## config.mk

```make
export PLATFORM = sky130hd
export DESIGN_NAME = vga_sync_gen
export DESIGN_NICKNAME = d
export VERILOG_FILES = /design/src/rtl/vga_sync_gen.sv
export SDC_FILE = /design/constraint.sdc
export NUM_CORES = 1
export LEC_CHECK = 0
export ABC_AREA = 1
export CAP_MARGIN = 20
export CORE_MARGIN = 3
export CORE_UTILIZATION = 55
export DETAILED_ROUTE_END_ITERATION = 7
export GPL_ROUTABILITY_DRIVEN = 0
export GPL_TIMING_DRIVEN = 1
export PLACE_DENSITY_LB_ADDON = 0.1
export SLEW_MARGIN = 0
export SYNTH_ARGS = -nofsm -noshare
export SYNTH_HDL_FRONTEND = slang
export SYNTH_SLANG_ARGS = --single-unit
```

## constraint.sdc

```tcl
create_clock -name clk -period 3.6 [get_ports clk]
set_input_delay 0.72 -clock clk [delete_from_list [all_inputs] [get_ports clk]]
set_output_delay 0.72 -clock clk [all_outputs]
set_load 0.01 [all_outputs]
```

## src/rtl/vga_sync_gen.sv

```systemverilog
// Purpose: VGA raster timing generator (pixel/line counters, hsync/vsync, blanking, line/frame markers).
// Latency: every output is a register decoded from the next position, so all outputs line up with hpos/vpos.
// Backpressure: none; ce=0 freezes all state. Build macro VGA_SYNC_FRAME_CNT_EN adds the 8-bit frame_count port.
module vga_sync_gen #(
  parameter int H_DISPLAY = 640,
  parameter int H_FRONT   = 16,
  parameter int H_SYNC    = 96,
  parameter int H_BACK    = 48,
  parameter int V_DISPLAY = 480,
  parameter int V_FRONT   = 10,
  parameter int V_SYNC    = 2,
  parameter int V_BACK    = 33,
  parameter bit SYNC_POL  = 1'b0
) (
  input  logic       clk,
  input  logic       reset,
  input  logic       ce,
  output logic       hsync,
  output logic       vsync,
  output logic       display_on,
  output logic [9:0] hpos,
  output logic [9:0] vpos,
  output logic       line_start,
  output logic       frame_start
`ifdef VGA_SYNC_FRAME_CNT_EN
  ,
  output logic [7:0] frame_count
`endif
);

  // Raster geometry, expressed in the 10-bit counter domain.
  localparam int H_TOTAL = H_DISPLAY + H_FRONT + H_SYNC + H_BACK;
  localparam int V_TOTAL = V_DISPLAY + V_FRONT + V_SYNC + V_BACK;

  localparam logic [9:0] H_LAST     = 10'(H_TOTAL - 1);
  localparam logic [9:0] V_LAST     = 10'(V_TOTAL - 1);
  localparam logic [9:0] H_VIS      = 10'(H_DISPLAY);
  localparam logic [9:0] V_VIS      = 10'(V_DISPLAY);
  localparam logic [9:0] HS_FIRST   = 10'(H_DISPLAY + H_FRONT);
  localparam logic [9:0] HS_LAST    = 10'(H_DISPLAY + H_FRONT + H_SYNC - 1);
  localparam logic [9:0] VS_FIRST   = 10'(V_DISPLAY + V_FRONT);
  localparam logic [9:0] VS_LAST    = 10'(V_DISPLAY + V_FRONT + V_SYNC - 1);

  // Current position and registered decodes.
  logic [9:0] r_hpos;
  logic [9:0] r_vpos;
  logic       r_hsync;
  logic       r_vsync;
  logic       r_display_on;
  logic       r_line_start;
  logic       r_frame_start;

  // Next position and decodes of that next position.
  logic       w_h_last;
  logic       w_v_last;
  logic       w_frame_wrap;
  logic [9:0] w_hpos_nxt;
  logic [9:0] w_vpos_nxt;
  logic       w_hsync_nxt;
  logic       w_vsync_nxt;
  logic       w_display_on_nxt;
  logic       w_line_start_nxt;
  logic       w_frame_start_nxt;

  // Wrap detection: the last pixel of the last line folds to (0,0) in a single step.
  assign w_h_last     = (r_hpos == H_LAST);
  assign w_v_last     = (r_vpos == V_LAST);
  assign w_frame_wrap = w_h_last & w_v_last;

  // Next-position arithmetic; vpos only moves when the line wraps.
  always_comb begin
    w_hpos_nxt = r_hpos + 10'd1;
    w_vpos_nxt = r_vpos;
    if (w_h_last) begin
      w_hpos_nxt = '0;
      w_vpos_nxt = w_v_last ? '0 : (r_vpos + 10'd1);
    end
  end

  // Decode the next position so the registered outputs match the registered counters.
  always_comb begin
    w_hsync_nxt       = ~SYNC_POL;
    w_vsync_nxt       = ~SYNC_POL;
    if ((w_hpos_nxt >= HS_FIRST) && (w_hpos_nxt <= HS_LAST)) begin
      w_hsync_nxt = SYNC_POL;
    end
    if ((w_vpos_nxt >= VS_FIRST) && (w_vpos_nxt <= VS_LAST)) begin
      w_vsync_nxt = SYNC_POL;
    end
    w_display_on_nxt  = (w_hpos_nxt < H_VIS) && (w_vpos_nxt < V_VIS);
    w_line_start_nxt  = (w_hpos_nxt == 10'd0);
    w_frame_start_nxt = (w_hpos_nxt == 10'd0) && (w_vpos_nxt == 10'd0);
  end

  // Position and decode registers; reset forces (0,0) and its decode, ce gates every update.
  always_ff @(posedge clk) begin
    if (reset) begin
      r_hpos        <= '0;
      r_vpos        <= '0;
      r_hsync       <= ~SYNC_POL;
      r_vsync       <= ~SYNC_POL;
      r_display_on  <= 1'b1;
      r_line_start  <= 1'b1;
      r_frame_start <= 1'b1;
    end else if (ce) begin
      r_hpos        <= w_hpos_nxt;
      r_vpos        <= w_vpos_nxt;
      r_hsync       <= w_hsync_nxt;
      r_vsync       <= w_vsync_nxt;
      r_display_on  <= w_display_on_nxt;
      r_line_start  <= w_line_start_nxt;
      r_frame_start <= w_frame_start_nxt;
    end
  end

  assign hpos        = r_hpos;
  assign vpos        = r_vpos;
  assign hsync       = r_hsync;
  assign vsync       = r_vsync;
  assign display_on  = r_display_on;
  assign line_start  = r_line_start;
  assign frame_start = r_frame_start;

`ifdef VGA_SYNC_FRAME_CNT_EN
  logic [7:0] r_frame_count;

  // Frame counter steps on the same edge that takes the position to (0,0); wraps naturally at 8 bits.
  always_ff @(posedge clk) begin
    if (reset) begin
      r_frame_count <= '0;
    end else if (ce && w_frame_wrap) begin
      r_frame_count <= r_frame_count + 8'd1;
    end
  end

  assign frame_count = r_frame_count;
`else
  logic w_unused_wrap;
  assign w_unused_wrap = w_frame_wrap;
`endif

endmodule

```

== Yosys cells after proc, flatten, opt, wreduce, memory -nomap -nowiden ==
Index checks and enable logic that the tools add are counted.

* Register bits after elaboration: 25
* Bits of input ports: 3
* Output and inout port bits: 25

* $add $sub $neg: 2
* Order comparisons: 6
* Equality and inequality tests: 2
* Mux-type cells: 5
* Reductions and logical operators: 6

{| class="wikitable"
|+ Operators by type and width
! operator !! number
|-
| $mux W10 || 3
|-
| $add A10 B1 Y10 const B || 2
|-
| $eq A10 B10 Y1 const B || 2
|-
| $logic_not A10 Y1 || 2
|-
| $ge A10 B10 Y1 const B || 1
|-
| $ge A10 B9 Y1 const B || 1
|-
| $le A10 B10 Y1 const B || 1
|-
| $le A10 B9 Y1 const B || 1
|-
| $lt A10 B10 Y1 const B || 1
|-
| $lt A10 B9 Y1 const B || 1
|-
| $logic_and A1 B1 Y1 || 4
|-
| $mux W1 || 2
|}

== Logic depth before layout (Yosys ltp) ==
* Depth in word-level cells: 6
* Mapped depth: 15

== Worst setup path before layout ==
OpenSTA, ideal clock, no wires.

* Kind: register -> register
* From: reg r_hpos[0], in the netlist hpos[0]
* To: reg r_vsync, in the netlist vsync
* Arrival: 1.627 ns
* Setup slack: 1.859 ns
* Stages on the path, launching flop included: 13
* Cells stage by stage: dfxtp_1 -> ha_1 -> nand2_4 -> nor2_8 -> inv_2 -> nor2_8 -> nand4_1 -> nand2_1 -> nand3_1 -> nor2_2 -> nand2_1 -> nand2_1 -> nand2_1

* Longest elaborated chain between the ends: 5
* Elaborated cells between the ends (all ways): 6

{| class="wikitable"
|+ Ends and longest elaborated chain
! item !! RTL line !! RTL
|-
| start, declared || 45 || <nowiki>logic [9:0] r_hpos;</nowiki>
|-
| start signal, assigned || 106 || <nowiki>r_hpos <= w_hpos_nxt;</nowiki>
|-
| $eq A10 B10 Y1 (*) || 66 || <nowiki>assign w_h_last = (r_hpos == H_LAST);</nowiki>
|-
| $mux W10 (*) || 74 || <nowiki>if (w_h_last) begin</nowiki>
|-
| $ge A10 B9 Y1 or $le A10 B9 Y1 (tied branches) || 87 || <nowiki>if ((w_vpos_nxt >= VS_FIRST) && (w_vpos_nxt <= VS_LAST)) begin</nowiki>
|-
| $logic_and A1 B1 Y1 (*) || 87 ||
|-
| $mux W1 (*) || 87 ||
|-
| end signal, assigned || 101 || <nowiki>r_vsync <= ~SYNC_POL;</nowiki>
|-
| end signal, assigned || 109 || <nowiki>r_vsync <= w_vsync_nxt;</nowiki>
|-
| end, declared || 48 || <nowiki>logic r_vsync;</nowiki>
|}

Every way passes the cells marked *; elsewhere a longest branch is shown, timed or not.
A chain may end at the register's enable or synchronous reset.

==> impl_metrics.tcl <==
set metrics [dict create \
    fin_crit_ns 2.22 \
    layout.nets 308 \
    setup_viol 0 \
    seq_power_share_pct 54.5 \
    rsz0062_at_grt "no" \
    post_cts_buffers 0 \
    avgSynthCellArea_um2 6.37 \
    io_pins 28 \
    period_share_pct 61.8 \
    yosys_warnings 0 \
    p_comb_share_pct 23.1 \
    dr_wl_met3_um 224 \
    yosys_most_used_dff "dfxtp_1" \
    slew_headroom_pct 61.3 \
    die_area_um2 3930 \
    clockRootBuffer "clkbuf_4" \
    die_y_um 62.7 \
    post-route-util_pct 71.6 \
    clkLatencyLatePin_ns 0.33 \
    crit_fanout 32 \
    antenna_found_initial 0 \
    clkPwrFrac_pct 22.4 \
    fin_area_um2 2080 \
    drc 0 \
    drv_slew 0 \
    p_int_uw 397 \
    route.top_layer_used "met4" \
    syn_nets 284 \
    p_per_area_nw_per_um2 284 \
    peakVddDrop_v 0.000193 \
    dpl.cell_count 338 \
    tritoncts "yes" \
    synth.largest_area_cell "dfxtp_1" \
    finalClockSkew_ns 0.00378 \
    syn_area_um2 1770 \
    drive_above_1_share_pct 7.33 \
    grt_pass1_vias 1523 \
    tightestPinTransition_ns 0.579 \
    ys_seq_area_share_pct 28.3 \
    leakagePower_nw 0.983 \
    hp-class "register to register" \
    vias_per_cell 5.33 \
    dp_hpwl_mm 3.09 \
    syn_to_final_growth_pct 17.6 \
    synth_seq_cells 25 \
    netSwitchingFraction_pct 32.8 \
    cts.repair.resized 0 \
    critPathMaxStageDelay_ns 0.45 \
    crit_top_cell "nand2_1" \
    final_cells 342 \
    endpoint_kind "register" \
    met1_length_mm 2.07 \
    p_switching_uw 194 \
    cts_sinks 25 \
    netlist_instances 277 \
    critical_path_class "input pin to register" \
    placed_area_um2 2050 \
    core_area_um2 2900 \
    cts_htree_levels 1 \
    cts_max_path_buffers 2 \
    drv_cap 0 \
    num_vias 1824 \
    setup_ws_ns 1.38 \
    die_w_um 62.7 \
    n_antenna_cell 0 \
    crit_required_ns 3.89 \
    wire_per_inst_um 12.1 \
    slowest_stage "clkdlybuf4s50_1" \
    drt_iter0_drc 202 \
    dr_wl_met2_mm 1.79 \
    grt_pass1_wl_mm 7.17 \
    synth_top_area_share_pct 28.3 \
    status "finished, final reports clean" \
    portBuffers 27 \
    synth-async-reset-ratio_pct 0 \
    fp-row-count 19 \
    timing.fmax_mhz 450 \
    globalRoute.totalOverflow 0 \
    postCtsHoldBufs 0 \
    grt_max_degree 33 \
    crit_family "buffers and inverters" \
    first_pass_iters 4 \
    crit_arrival_ns 2.51 \
    drt_wl_total_mm 4.14 \
    synth.top_cells.by_area "dfxtp_1 (28%), nand2_1 (15%), nand3_1 (7.7%), inv_1 (7.0%), a21oi_1 (6.5%)" \
    dpl_worst_slack_ns 1.03 \
    synth-edff-count 0 \
    worstSetupStartpointType "input pin" \
    track_usage_pct 21.9 \
    cts_buffers 3 \
    final_hold_viol_count 0 \
    tns_ns 0 \
    synth_cell_types 29 \
    initial_core_util_pct 60.9 \
    critPathBufInv 3 \
    clk_pin_slew_worst_paths_ns 0.15 \
    final_antenna_net_count 0 \
    path_cells "clkdlybuf4s50_1, buf_4, clkinv_1, a21oi_1, nand3_1, nor2_1, nand2_1, nand2_1" \
]
power groups by stage:
stage | Combinational (mW) | Sequential (mW) | Clock (mW)
global placement | 0.134 | 0.328 | 0
finish | 0.136 | 0.322 | 0.132
CTS | 0.136 | 0.322 | 0.135
detailed placement | 0.136 | 0.328 | 0
global route | 0.153 | 0.327 | 0.143
floorplan | 0.0813 | 0.328 | 0
Yosys cell counts (2+ instances only):
| master | number |
|---|---|
| inv_1 | 33 |
| clkbuf_1 | 5 |
| nor2_4 | 3 |
| xor2_1 | 3 |
| nor2_2 | 2 |
| nor2_1 | 28 |
| nand2_2 | 2 |
| nor2_8 | 2 |
| or2_1 | 2 |
| o21ai_1 | 3 |
| nand3_1 | 27 |
| o21ai_0 | 19 |
| nand3_2 | 4 |
| dfxtp_1 | 25 |
| ha_1 | 4 |
| a211oi_1 | 3 |
| clkinv_1 | 2 |
| a21oi_1 | 23 |
| nand4_1 | 6 |
| a31oi_1 | 2 |
| nor3_1 | 2 |
| nand2_1 | 69 |
| buf_4 | 2 |
layout by cell type, fill, tap and decap left out, types with 4 or more instances in the layout:
| cell | instances |
|---|---|
| nor2_1 | 28 |
| clkdlybuf4s50_1 | 27 |
| o21ai_0 | 19 |
| a21oi_1 | 23 |
| dfxtp_1 | 25 |
| inv_1 | 33 |
| ha_1 | 4 |
| nand3_1 | 27 |
| nand4_1 | 6 |
| nand3_2 | 4 |
| nand2_1 | 69 |
worst paths after layout:
check | startpoint | end | slack [ns] | cells after the start
setup / recovery | ce | frame_start | 1.38 | 8
hold / removal | frame_start | frame_start | 0.50 | 2
setup reg to reg | hpos[0] | frame_start | 1.62 | 11
hold reg to reg | frame_start | frame_start | 0.50 | 2
tightest hold or removal path, cell delays in order (launching register included):
cell and delay, ns:
dfxtp_1 0.36, a21oi_1 0.07, nand2_1 0.06
flip-flops by register name, indices dropped and copies added (netlist names):
signal,cells
display_on,1
hsync,1
frame_start,1
line_start,1
vsync,1
hpos,10
vpos,10
through the flow:
| stage | total power [mW] | hold slack, ns |
|---|---|---|
| after floorplan | 0.409 | 0.512 |
| after global placement | 0.461 | 0.459 |
| after detailed placement | 0.463 | 0.459 |
| after CTS | 0.593 | 0.505 |
| after global routing | 0.623 | 0.537 |
| final | 0.591 | 0.501 |
metal layers:
metal	vias to the layer above	GRT usage (%)
met1	807	33.2
met2	67	31.4
met3	7	3.24
met4	0	6.34
li1	943	-
met5	-	0
logic make-up (layout without fill, tap and decap cells):
group	count (synthesis)	count (layout)	share of synthesized area, %
buf+inv	45	68	10.3
flops	25	25	28.3
fa+ha+maj	4	4	2.83
simple gates	150	150	42.3
xor+xnor	3	3	1.49
compound gates	50	50	14.7
layout make-up:
type                    instances  area [µm²]
repair buffers                 28         278
clock buffers                   3        22.5
inverters                      36         135
multi-input cells             207        1080
fillers                       276         823
well taps                      42        52.6
clock inverters                 1        5.00
flip-flops and latches         25         500
(Power assumes the default switching activity.)
